==> src/rtl/source_frame_sched_pkg.sv <==
// Shared types and constants for the frame scheduler.
// State encoding, header sync word and field widths.
package source_frame_sched_pkg;

    localparam int LEN_W = 16;
    localparam int CNT_W = 32;

    localparam logic [LEN_W-1:0] HEAD_SYNC = 16'hEB90;

    typedef enum logic [1:0] {
        ST_IDLE  = 2'd0,
        ST_HEAD  = 2'd1,
        ST_DATA  = 2'd2,
        ST_BLANK = 2'd3
    } state_t;

endpackage

==> src/rtl/source_frame_sched_rise_edge_det.sv <==
// Rising-edge detector for a CPU level register.
// History resets low so a level already high at reset release is an edge.
module rise_edge_det (
    input  logic clk,
    input  logic i_rst,
    input  logic i_level,
    output logic o_rise
);

    logic r_prev;

    always_ff @(posedge clk) begin
        if (i_rst) begin
            r_prev <= 1'b0;
        end else begin
            r_prev <= i_level;
        end
    end

    assign o_rise = i_level & ~r_prev;

endmodule

==> src/rtl/source_frame_sched.sv <==
// Frame source scheduler: emits optional header, payload words and
// inter-frame blank gaps, with backpressure, stop and run-length control.
module source_frame_sched
    import source_frame_sched_pkg::*;
(
    input  logic             clk,
    input  logic             pRST,
    input  logic             start_send,
    input  logic             stop_send,
    input  logic [LEN_W-1:0] framelen,
    input  logic [LEN_W-1:0] blanklen,
    input  logic [CNT_W-1:0] totalnum,
    input  logic             headen,
    input  logic             fifo_full,
    output logic [CNT_W-1:0] dout,
    output logic             dout_valid,
    output logic             sof,
    output logic             eof,
    output logic             busy,
    output logic             done,
    output logic [CNT_W-1:0] frame_cnt
);

    logic w_start_e;
    logic w_stop_e;

    rise_edge_det u_start_det (
        .clk     (clk),
        .i_rst   (pRST),
        .i_level (start_send),
        .o_rise  (w_start_e)
    );

    rise_edge_det u_stop_det (
        .clk     (clk),
        .i_rst   (pRST),
        .i_level (stop_send),
        .o_rise  (w_stop_e)
    );

    state_t           r_state;
    logic [LEN_W-1:0] r_idx;
    logic [LEN_W-1:0] r_bcnt;
    logic [CNT_W-1:0] r_cnt;
    logic             r_stop_req;
    logic [LEN_W-1:0] r_flen;
    logic [LEN_W-1:0] r_blen;
    logic [CNT_W-1:0] r_total;
    logic             r_hen;
    logic [CNT_W-1:0] r_dout;
    logic             r_valid;
    logic             r_sof;
    logic             r_eof;
    logic             r_busy;
    logic             r_done;

    logic             w_start_go;
    logic [LEN_W-1:0] w_flen_in;
    logic [LEN_W-1:0] w_flen;
    logic [LEN_W-1:0] w_blen;
    logic [CNT_W-1:0] w_total;
    logic             w_hen;
    state_t           w_ph;
    state_t           w_frame_ph;
    logic [LEN_W-1:0] w_idx;
    logic [CNT_W-1:0] w_cnt;
    logic [CNT_W-1:0] w_cnt_inc;
    logic             w_stop;
    logic             w_last;

    // A run begins here; the first word goes out on this same edge.
    assign w_start_go = (r_state == ST_IDLE) & w_start_e & ~w_stop_e;
    assign w_flen_in  = (framelen == '0) ? LEN_W'(1) : framelen;

    assign w_flen  = w_start_go ? w_flen_in : r_flen;
    assign w_blen  = w_start_go ? blanklen  : r_blen;
    assign w_total = w_start_go ? totalnum  : r_total;
    assign w_hen   = w_start_go ? headen    : r_hen;

    assign w_frame_ph = w_hen ? ST_HEAD : ST_DATA;
    assign w_ph       = w_start_go ? w_frame_ph : r_state;
    assign w_idx      = w_start_go ? '0 : r_idx;
    assign w_cnt      = w_start_go ? '0 : r_cnt;
    assign w_stop     = ~w_start_go & (r_stop_req | w_stop_e);
    assign w_cnt_inc  = w_cnt + CNT_W'(1);
    assign w_last     = (w_idx == LEN_W'(w_flen - LEN_W'(1)));

    state_t           w_state_nxt;
    logic [LEN_W-1:0] w_idx_nxt;
    logic [LEN_W-1:0] w_bcnt_nxt;
    logic [CNT_W-1:0] w_cnt_nxt;
    logic             w_stop_nxt;
    logic [CNT_W-1:0] w_dout_nxt;
    logic             w_valid_nxt;
    logic             w_sof_nxt;
    logic             w_eof_nxt;
    logic             w_done_nxt;
    logic             w_busy_nxt;

    always_comb begin
        w_state_nxt = w_ph;
        w_idx_nxt   = w_idx;
        w_bcnt_nxt  = r_bcnt;
        w_cnt_nxt   = w_cnt;
        w_stop_nxt  = w_stop;
        w_dout_nxt  = r_dout;
        w_valid_nxt = 1'b0;
        w_sof_nxt   = 1'b0;
        w_eof_nxt   = 1'b0;
        w_done_nxt  = 1'b0;

        unique case (w_ph)
            ST_IDLE: begin
                w_stop_nxt = 1'b0;
            end
            ST_HEAD: begin
                if (!fifo_full) begin
                    w_valid_nxt = 1'b1;
                    w_sof_nxt   = 1'b1;
                    w_dout_nxt  = {HEAD_SYNC, w_cnt[LEN_W-1:0]};
                    w_state_nxt = ST_DATA;
                    w_idx_nxt   = '0;
                end
            end
            ST_DATA: begin
                if (!fifo_full) begin
                    w_valid_nxt = 1'b1;
                    w_sof_nxt   = (w_idx == '0) & ~w_hen;
                    w_dout_nxt  = {w_cnt[LEN_W-1:0], w_idx};
                    if (w_last) begin
                        w_eof_nxt  = 1'b1;
                        w_cnt_nxt  = w_cnt_inc;
                        w_idx_nxt  = '0;
                        w_bcnt_nxt = '0;
                        w_stop_nxt = 1'b0;
                        // A pending stop wins over run completion: no done.
                        if (w_stop) begin
                            w_state_nxt = ST_IDLE;
                        end else if ((w_total != '0) &&
                                     (w_cnt_inc == w_total)) begin
                            w_state_nxt = ST_IDLE;
                            w_done_nxt  = 1'b1;
                        end else if (w_blen != '0) begin
                            w_state_nxt = ST_BLANK;
                        end else begin
                            w_state_nxt = w_frame_ph;
                        end
                    end else begin
                        w_idx_nxt = LEN_W'(w_idx + LEN_W'(1));
                    end
                end
            end
            ST_BLANK: begin
                if (w_stop) begin
                    w_state_nxt = ST_IDLE;
                    w_stop_nxt  = 1'b0;
                    w_bcnt_nxt  = '0;
                end else if (!fifo_full) begin
                    if (LEN_W'(r_bcnt + LEN_W'(1)) == w_blen) begin
                        w_state_nxt = w_frame_ph;
                        w_bcnt_nxt  = '0;
                    end else begin
                        w_bcnt_nxt = LEN_W'(r_bcnt + LEN_W'(1));
                    end
                end
            end
            default: begin
                w_state_nxt = ST_IDLE;
            end
        endcase

        w_busy_nxt = (w_state_nxt != ST_IDLE) | w_valid_nxt;
    end

    always_ff @(posedge clk) begin
        if (pRST) begin
            r_state    <= ST_IDLE;
            r_idx      <= '0;
            r_bcnt     <= '0;
            r_cnt      <= '0;
            r_stop_req <= 1'b0;
            r_flen     <= '0;
            r_blen     <= '0;
            r_total    <= '0;
            r_hen      <= 1'b0;
            r_dout     <= '0;
            r_valid    <= 1'b0;
            r_sof      <= 1'b0;
            r_eof      <= 1'b0;
            r_busy     <= 1'b0;
            r_done     <= 1'b0;
        end else begin
            r_state    <= w_state_nxt;
            r_idx      <= w_idx_nxt;
            r_bcnt     <= w_bcnt_nxt;
            r_cnt      <= w_cnt_nxt;
            r_stop_req <= w_stop_nxt;
            r_dout     <= w_dout_nxt;
            r_valid    <= w_valid_nxt;
            r_sof      <= w_sof_nxt;
            r_eof      <= w_eof_nxt;
            r_busy     <= w_busy_nxt;
            r_done     <= w_done_nxt;
            if (w_start_go) begin
                r_flen  <= w_flen_in;
                r_blen  <= blanklen;
                r_total <= totalnum;
                r_hen   <= headen;
            end
        end
    end

    assign dout       = r_dout;
    assign dout_valid = r_valid;
    assign sof        = r_sof;
    assign eof        = r_eof;
    assign busy       = r_busy;
    assign done       = r_done;
    assign frame_cnt  = r_cnt;

endmodule

==> config.mk <==
export PLATFORM = sky130hd
export DESIGN_NAME = source_frame_sched
export DESIGN_NICKNAME = d
export VERILOG_FILES = /design/src/rtl/source_frame_sched_pkg.sv /design/src/rtl/source_frame_sched_rise_edge_det.sv /design/src/rtl/source_frame_sched.sv
export SDC_FILE = /design/constraint.sdc
export NUM_CORES = 1
export LEC_CHECK = 0
export CAP_MARGIN = 40
export CORE_ASPECT_RATIO = 0.75
export CORE_MARGIN = 2
export CORE_UTILIZATION = 56
export DETAILED_ROUTE_END_ITERATION = 12
export HOLD_SLACK_MARGIN = 0.1
export PLACE_DENSITY = 0.81
export SLEW_MARGIN = 20
export SYNTH_ARGS = -nofsm -noshare
export SYNTH_HDL_FRONTEND = slang
export SYNTH_SLANG_ARGS = --single-unit
export TNS_END_PERCENT = 10
==> constraint.sdc <==
create_clock -name clk -period 10 [get_ports clk]
set_clock_uncertainty 0.05 [all_clocks]
set_input_delay 2 -clock clk [delete_from_list [all_inputs] [get_ports clk]]
set_output_delay 2 -clock clk [all_outputs]
set_load 0.03 [all_outputs]
==> results of run 1 <==
final timing paths:
check / startpoint / end / slack (ps) / cells past startpoint
setup reg to reg: r_state[0] / r_bcnt[14] / 4520 / 16
hold / removal: dout[15] / dout[15] / 420 / 2
hold reg to reg: dout[15] / dout[15] / 420 / 2
setup / recovery: start_send / r_bcnt[14] / 2920 / 17
sequential cells by signal, summed over array words and instances, names as in the netlist, 2 cells and up:
signal and flops:
r_flen 16, dout 32, r_total 32, r_bcnt 16, r_blen 16, r_state 2
frame_cnt 32, r_idx 16
metrics by stage:
stage / setup WS [ps] / power [mW]
final: 2920 / 2.09
after global routing: 2510 / 2.17
after CTS: 3040 / 2.07
after detailed placement: 2630 / 1.40
after global placement: 2530 / 1.39
after floorplan: 2450 / 1.21
worst min-delay path: cells and delay by family (launching register included):
family	cells	cell delay, ps
DFF	1	320
and+or+nand+nor	1	50
AOI/OAI and AO/OA	1	50
cell usage after synthesis (5+ instances only):
| master | number | area (um2) |
|---|---|---|
| a211o_1 | 6 | 52.6 |
| a211oi_1 | 12 | 90.1 |
| a21bo_2 | 5 | 50.1 |
| a21boi_0 | 5 | 37.5 |
| a21oi_1 | 138 | 691 |
| a221oi_1 | 5 | 43.8 |
| a22oi_1 | 25 | 188 |
| a311oi_1 | 5 | 43.8 |
| a31oi_1 | 6 | 37.5 |
| and2_1 | 9 | 56.3 |
| and3_1 | 32 | 200 |
| and4_1 | 13 | 114 |
| buf_1 | 10 | 37.5 |
| clkbuf_1 | 82 | 308 |
| dfxtp_1 | 171 | 3420 |
| ha_1 | 9 | 113 |
| inv_1 | 15 | 56.3 |
| mux2i_1 | 14 | 140 |
| nand2_1 | 176 | 661 |
| nand2b_1 | 11 | 68.8 |
| nand3_1 | 59 | 295 |
| nand3b_1 | 7 | 52.6 |
| nand4_1 | 37 | 231 |
| nand4b_1 | 7 | 61.3 |
| nor2_1 | 140 | 526 |
| nor2b_1 | 8 | 50.1 |
| nor3_1 | 48 | 240 |
| nor4_1 | 56 | 350 |
| nor4b_1 | 6 | 52.6 |
| o211ai_1 | 6 | 45.0 |
| o21ai_0 | 35 | 175 |
| o31ai_1 | 6 | 45.0 |
| or3_1 | 16 | 100 |
| or4_1 | 7 | 52.6 |
| xnor2_1 | 79 | 692 |
| xor2_1 | 36 | 315 |
logic make-up (layout without fill, tap and decap cells):
logic type	after synthesis	after routing
flops	171	171
buf+inv	110	202
compound gates	298	298
fa+ha+maj	9	9
mux	16	16
xor+xnor	117	117
simple gates	646	646
layout by cell type, fill, tap and decap left out, drive strengths merged, types with 14 or more instances in the layout:
cell           count
a21oi            138
a22oi             25
and3              32
buf               18
clkbuf            19
clkdlybuf4s50    137
dfxtp            171
inv               22
mux2i             14
nand2            176
nand3             59
nand4             37
nor2             140
nor3              48
nor4              56
o21ai             36
or3               16
xnor2             79
xor2              36
metal layers:
metal	wire length, um	vias up
met5	0	-
met2	13600	768
met4	435	0
met1	15200	5209
li1	-	5109
met3	5350	60
power breakdown:
| part | total [mW] | switching (mW) | internal (mW) |
|---|---|---|---|
| registers | 0.760 | 0.0377 | 0.723 |
| logic | 0.654 | 0.419 | 0.235 |
| clock network | 0.678 | 0.317 | 0.362 |
final cells by class:
| type | count | area, um2 | area share |
|---|---|---|---|
| sequential | 171 | 3420 | 0.276 |
| inverter | 15 | 56.3 | 0.00455 |
| timing repair buffer | 155 | 1530 | 0.123 |
| tap | 242 | 303 | 0.0245 |
| multi-input combinational | 1086 | 6480 | 0.523 |
| clock inverter | 13 | 154 | 0.0124 |
| clock buffer | 19 | 443 | 0.0358 |
==> metrics.md, run 1 <==
| Metric | Value |
|---|---|
| Grt ovf | `0` |
| Postcts setup bufs | `0` |
| Design Area, Final | `12,400 um2` |
| Status | `finished clean` |
| Fin util | `0.695` |
| Cell area after synthesis | `10,300 um2` |
| Drt first pass iters | `6` |
| VDD IR-drop max | `0.145 mV` |
| Final setup viols | `0` |
| Largest family of logic cells by synthesized area | `simple AND/OR/NAND/NOR gates` |
| Post-Layout Cell Count | `1,701` |
| Area of the die | `19,500 um2` |
| Initial core utilization | `0.578` |
| Core Region | `17,800 um2` |
| Worst slew margin | `0.418` |
| CP top delay family | `simple AND/OR/NAND/NOR gates` |
| Period utilisation layout | `0.708` |
| # rows | `42` |
| Syn_area_per_cell | `7.53 um2` |
| Fill cells | `1,461` |
| Asr flop ratio synth | `0` |
| Initial antenna violation count | `0` |
| Inst Count DP | `1,668` |
| CP required | `10,330 ps` |
| Remaining antenna violation count after routing | `0` |
| Highest-delay cell along the critical path | `or4b_4` |
| Cell leakage power | `4.41 nW` |
| Synth Area in Compound Gates | `0.183` |
| Data arrival, critical path | `7410 ps` |
| RSZ-0062 raised after global routing | `false` |
| Nets@finish | `1,525` |
| Setup TNS | `0 ps` |
| CP endpoint kind | `flop` |
| CTS root buffer | `clkbuf_16` |
| Mux share of post-synthesis cell area | `0.0158` |
| Minimum clock period | `7080 ps` |
| GP Congestion | `1.01` |
| Crit Path Max Fanout | `32` |
| Clk_lat worst skew | `450 ps` |
| Max H-tree Level | `4` |
| Hold Vio Cnt, Final | `0` |
| Hold buffers post-CTS | `0` |
| Setup Crit Path Kind | `input pin to flop` |
| Die width | `161 um` |
| Via-per-instance ratio | `6.55` |
| Synth Warn # | `0` |
| Met1 GRT Util | `0.539` |
| Worst slew pin tran | `864 ps` |
| Yosys cell types | `71` |
| CTS tree | `built` |
| Top_reg_cell synth | `dfxtp_1` |
| Area growth, synth to finish | `20.3%` |
| CP peak stage delay | `590 ps` |
| Ant. Diodes | `0` |
| Fin Hold WS | `424 ps` |
| Die span in y | `121 um` |
| Adder-cell share of the synthesized area | `0.0109` |
| Maxcap violations | `0` |
| #FFs+latches synth | `171` |
| Clock transition at the registers of the reported paths | `70 ps` |
| WL final | `34,600 um` |
| Sequential share of the synthesized area | `0.333` |
| Wire per inst | `20.3 um` |
| Vias in the first global route | `9,826` |
| Post-DP HPWL | `24,500 um` |
| Max clock buf depth | `2` |
| Largest net degree at the start of global routing | `78` |
| Post-Synth Simple-Gate Area | `0.315` |
| Placed inst area | `11,800 um2` |
| DR iter-0 viols | `1,527` |
| Syn Inst Count | `1,367` |
| CTS Sinks | `171` |
| Xor and xnor area share after synthesis | `0.102` |
| Met3 usage | `0.111` |
| Hold WC Path Type | `flop to flop` |
| Crit-path cells | `clkdlybuf4s50_1, nor4b_2, buf_4, nand2_4, a211oi_1, or2_2, ha_1, nand2b_1, or3_1, a221oi_1, a31oi_1, nor4_1, nand4b_1, or4b_4, and2_1, or4_1, a21oi_1` |
| Power Density | `169 nW/um2` |
| DRC | `0` |
| Num CTS Buffers | `17` |
| First-pass GRT wire length | `54,300 um` |
| Fmax | `0.141 GHz` |
| Worst Path Buf+Inv | `2` |
| DR vias | `11.1k` |
| Final slew viol count | `0` |
| Critical path startpoint category | `input pin` |
| Share of cells above drive strength 1 | `0.0466` |
| Syn_nets | `1,446` |
| Global route hottest layer | `met1` |
| Post_cts resized | `0` |
| IO Pins | `139` |
| Number of flops mapped to enable cells by yosys | `0` |
| Port Buffer Count | `138` |
| Met2 Use GR | `0.470` |
| Gr usage total | `0.351` |
(Power assumes the default switching activity.)
==> run 2: changes to the inputs <==
CORE_UTILIZATION = 51   (was 56)
PLACE_DENSITY = 0.78   (was 0.81)
clock period = 6.4 ns   (was 10 ns; I/O delays follow)
==> run 2 against run 1 <==
Combinational power rose by 57%. Sequential share of layout area is 0.17 points lower. Sequential cell count did not move. Sequential power up 57%. Die area rose by 9.5%. Register-to-register slack worse by 3100 ps. Total power is 55% higher. Critical path depth down 2. Critical endpoint unchanged. Highest routed layer unchanged.
==> metrics.md, run 2 (synthesized netlist as in run 1, its figures left out) <==
| Metric | Value |
|---|---|
| Crit-path cells | `clkdlybuf4s50_1, or4_1, nor4_1, a211oi_1, or2_2, ha_1, nand2b_1, a221oi_1, a31oi_1, nor4_1, nand4b_1, or4b_4, and2_1, or4_1, a21oi_1 (was clkdlybuf4s50_1, nor4b_2, buf_4, nand2_4, a211oi_1, or2_2, ha_1, nand2b_1, or3_1, a221oi_1, a31oi_1, nor4_1, nand4b_1, or4b_4, and2_1, or4_1, a21oi_1)` |
| Share of cells above drive strength 1 | `0.0531 (was 0.0466)` |
| Die span in y | `127 um (was 121 um)` |
| Comb pwr share | `0.319 (was 0.312)` |
| Psw | `1.21 mW (was 773 uW)` |
| Data arrival, critical path | `6310 ps (was 7410 ps)` |
| Power Density | `260 nW/um2 (was 169 nW/um2)` |
| Fmax | `0.167 GHz` |
| Via-per-instance ratio | `6.42 (was 6.55)` |
| R2r worst-path depth | `16 (unchanged)` |
| Num CTS Buffers | `17 (unchanged)` |
| Vias in the first global route | `9,888 (was 9,826)` |
| Clk_lat worst skew | `440 ps (was 450 ps)` |
| IO Pins | `139 (unchanged)` |
| GP Congestion | `0.962 (was 1.01)` |
| Post-DP HPWL | `24,800 um (was 24,500 um)` |
| First-pass GRT wire length | `54,500 um (was 54,300 um)` |
| Multi-input logic area | `6490 um2 (was 6480 um2)` |
| Setup Crit Path Kind | `input pin to flop (unchanged)` |
| CTS root buffer | `clkbuf_16 (unchanged)` |
| Largest net degree at the start of global routing | `136 (was 78)` |
| Worst Path Buf+Inv | `1 (was 2)` |
| Remaining antenna violation count after routing | `0 (unchanged)` |
| Wire per inst | `20.1 um (was 20.3 um)` |
| CTS Sinks | `171 (unchanged)` |
| Worst slew pin tran | `876 ps (was 864 ps)` |
| Hold Path Depth | `2 (unchanged)` |
| Area growth, synth to finish | `21.1% (was 20.3%)` |
| CP endpoint kind | `flop (unchanged)` |
| Area of the die | `21,300 um2 (was 19,500 um2)` |
| Hold buffers post-CTS | `0 (unchanged)` |
| Int Pwr | `2.03 mW (was 1.32 mW)` |
| Grt ovf | `0 (unchanged)` |
| Ant. Diodes | `0 (unchanged)` |
| Critical path startpoint category | `input pin (unchanged)` |
| RSZ-0062 raised after global routing | `false (unchanged)` |
| Drt first pass iters | `6 (unchanged)` |
| Post-Layout Cell Count | `1,721 (was 1,701)` |
| Minimum clock period | `6000 ps` |
| Gr usage total | `0.320 (was 0.351)` |
| Global route hottest layer | `met1 (unchanged)` |
| CTS tree | `built (unchanged)` |
| Nets@finish | `1,535 (was 1,525)` |
| Cell leakage power | `4.46 nW (was 4.41 nW)` |
| Crit Path Max Fanout | `5 (was 32)` |
| Core Region | `19,500 um2 (was 17,800 um2)` |
| Worst hold start | `dout[2] (was dout[15])` |
| Setup TNS | `0 ps (unchanged)` |
| Placed inst area | `11,900 um2 (was 11,800 um2)` |
| DRC | `0 (unchanged)` |
| Commonest non-fill, non-tap cell in the layout | `nand2_1 (unchanged)` |
| Post_cts resized | `0 (unchanged)` |
| Period utilisation layout | `0.938` |
| Hold WC Path Type | `flop to flop (unchanged)` |
| WL final | `34,500 um (was 34,600 um)` |
| Port Buffer Count | `138 (unchanged)` |
| VDD IR-drop max | `0.185 mV (was 0.145 mV)` |
| Highest-delay cell along the critical path | `or4_1 (was or4b_4)` |
| Max H-tree Level | `4 (unchanged)` |
| Fill cells | `1,675 (was 1,461)` |
| Hold Vio Cnt, Final | `0 (unchanged)` |
| Die width | `168 um (was 161 um)` |
| Status | `finished clean (unchanged)` |
| # rows | `44 (was 42)` |
| CP peak stage delay | `610 ps (was 590 ps)` |
| Max clock buf depth | `2 (unchanged)` |
| Switching Fraction | `0.374 (was 0.370)` |
| Clk pwr share | `0.315 (was 0.324)` |
| DR iter-0 viols | `1,404 (was 1,527)` |
| Flop2flop setup slack | `1470 ps (was 4520 ps)` |
| Most frequent cells in the layout | `nand2_1, dfxtp_1, nor2_1 (unchanged)` |
| Maxcap violations | `0 (unchanged)` |
| Hold EP | `dout[2] (was dout[15])` |
| Met3 usage | `0.0970 (was 0.111)` |
| CP top delay family | `simple AND/OR/NAND/NOR gates (unchanged)` |
| Origin of the critical flop-to-flop path | `r_state[0] (unchanged)` |
| Reg-to-reg endpoint | `r_bcnt[14] (unchanged)` |
| Initial core utilization | `0.527 (was 0.578)` |
| Met1 GRT Util | `0.493 (was 0.539)` |
| DR vias | `11.0k (was 11.1k)` |
| Clock transition at the registers of the reported paths | `80 ps (was 70 ps)` |
| CP required | `6710 ps (was 10,330 ps)` |
| Initial antenna violation count | `0 (unchanged)` |
| Final slew viol count | `0 (unchanged)` |
| Sequential share of power | `0.366 (was 0.363)` |
| Design Area, Final | `12,500 um2 (was 12,400 um2)` |
| Inst Count DP | `1,688 (was 1,668)` |
| Met2 Use GR | `0.435 (was 0.470)` |
| Worst slew margin | `0.411 (was 0.418)` |
| Final setup viols | `0 (unchanged)` |
| Postcts setup bufs | `0 (unchanged)` |
| Storage element area | `3420 um2 (unchanged)` |
| Fin util | `0.637 (was 0.695)` |
==> run 2: worst max-delay path by stage <==
stage | slack [ps] | end | cells after the start | startpoint
after floorplan | 20 | r_bcnt[14] | 21 | start_send
after global routing | 100 | r_bcnt[14] | 15 | framelen[12]
after global placement | 170 | r_bcnt[14] | 15 | framelen[12]
after CTS | 480 | r_bcnt[14] | 15 | framelen[12]
after detailed placement | 50 | r_bcnt[14] | 15 | framelen[12]
final | 400 | r_bcnt[14] | 15 | framelen[12]
==> run 2: final cells by class <==
type / instances / share of cell area
tap: 253 / 0.0254
sequential: 171 / 0.275
multi-input combinational: 1086 / 0.521
inverter: 15 / 0.00452
clock buffer: 17 / 0.0341
clock inverter: 14 / 0.0118
timing repair buffer: 165 / 0.129
==> run 2: power by group through the flow <==
stage	Combinational, mW	Clock [mW]	Sequential, mW
CTS	1.00	1.03	1.19
global placement	0.988	0	1.21
global route	1.12	1.07	1.19
finish	1.03	1.02	1.19
floorplan	0.657	0	1.23
detailed placement	0.997	0	1.21
==> run 2: worst reg2reg max path: cells and delay by family, from the launching register on <==
family	cells	cell delay [ps]
AND/OR/NAND/NOR	10	3220
AO/OA/AOI/OAI	4	870
flip-flops	1	370
adder cells (fa/ha/maj)	1	190
buffers and inverters	1	160
==> run 2: metrics by stage <==
stage	worst slack (ps)	power, mW	hold WS [ps]
3_5_place_dp	50.9	2.21	408
6_report	399	3.24	428
3_3_place_gp	168	2.20	406
5_1_grt	96.5	3.39	453
2_1_floorplan	23.4	1.89	400
4_1_cts	477	3.22	429
==> run 2: layer usage <==
metal	wire length, um	up-vias
met5	0	-
met4	510	0
met3	4510	50
met2	13500	689
met1	16000	5180
li1	-	5123
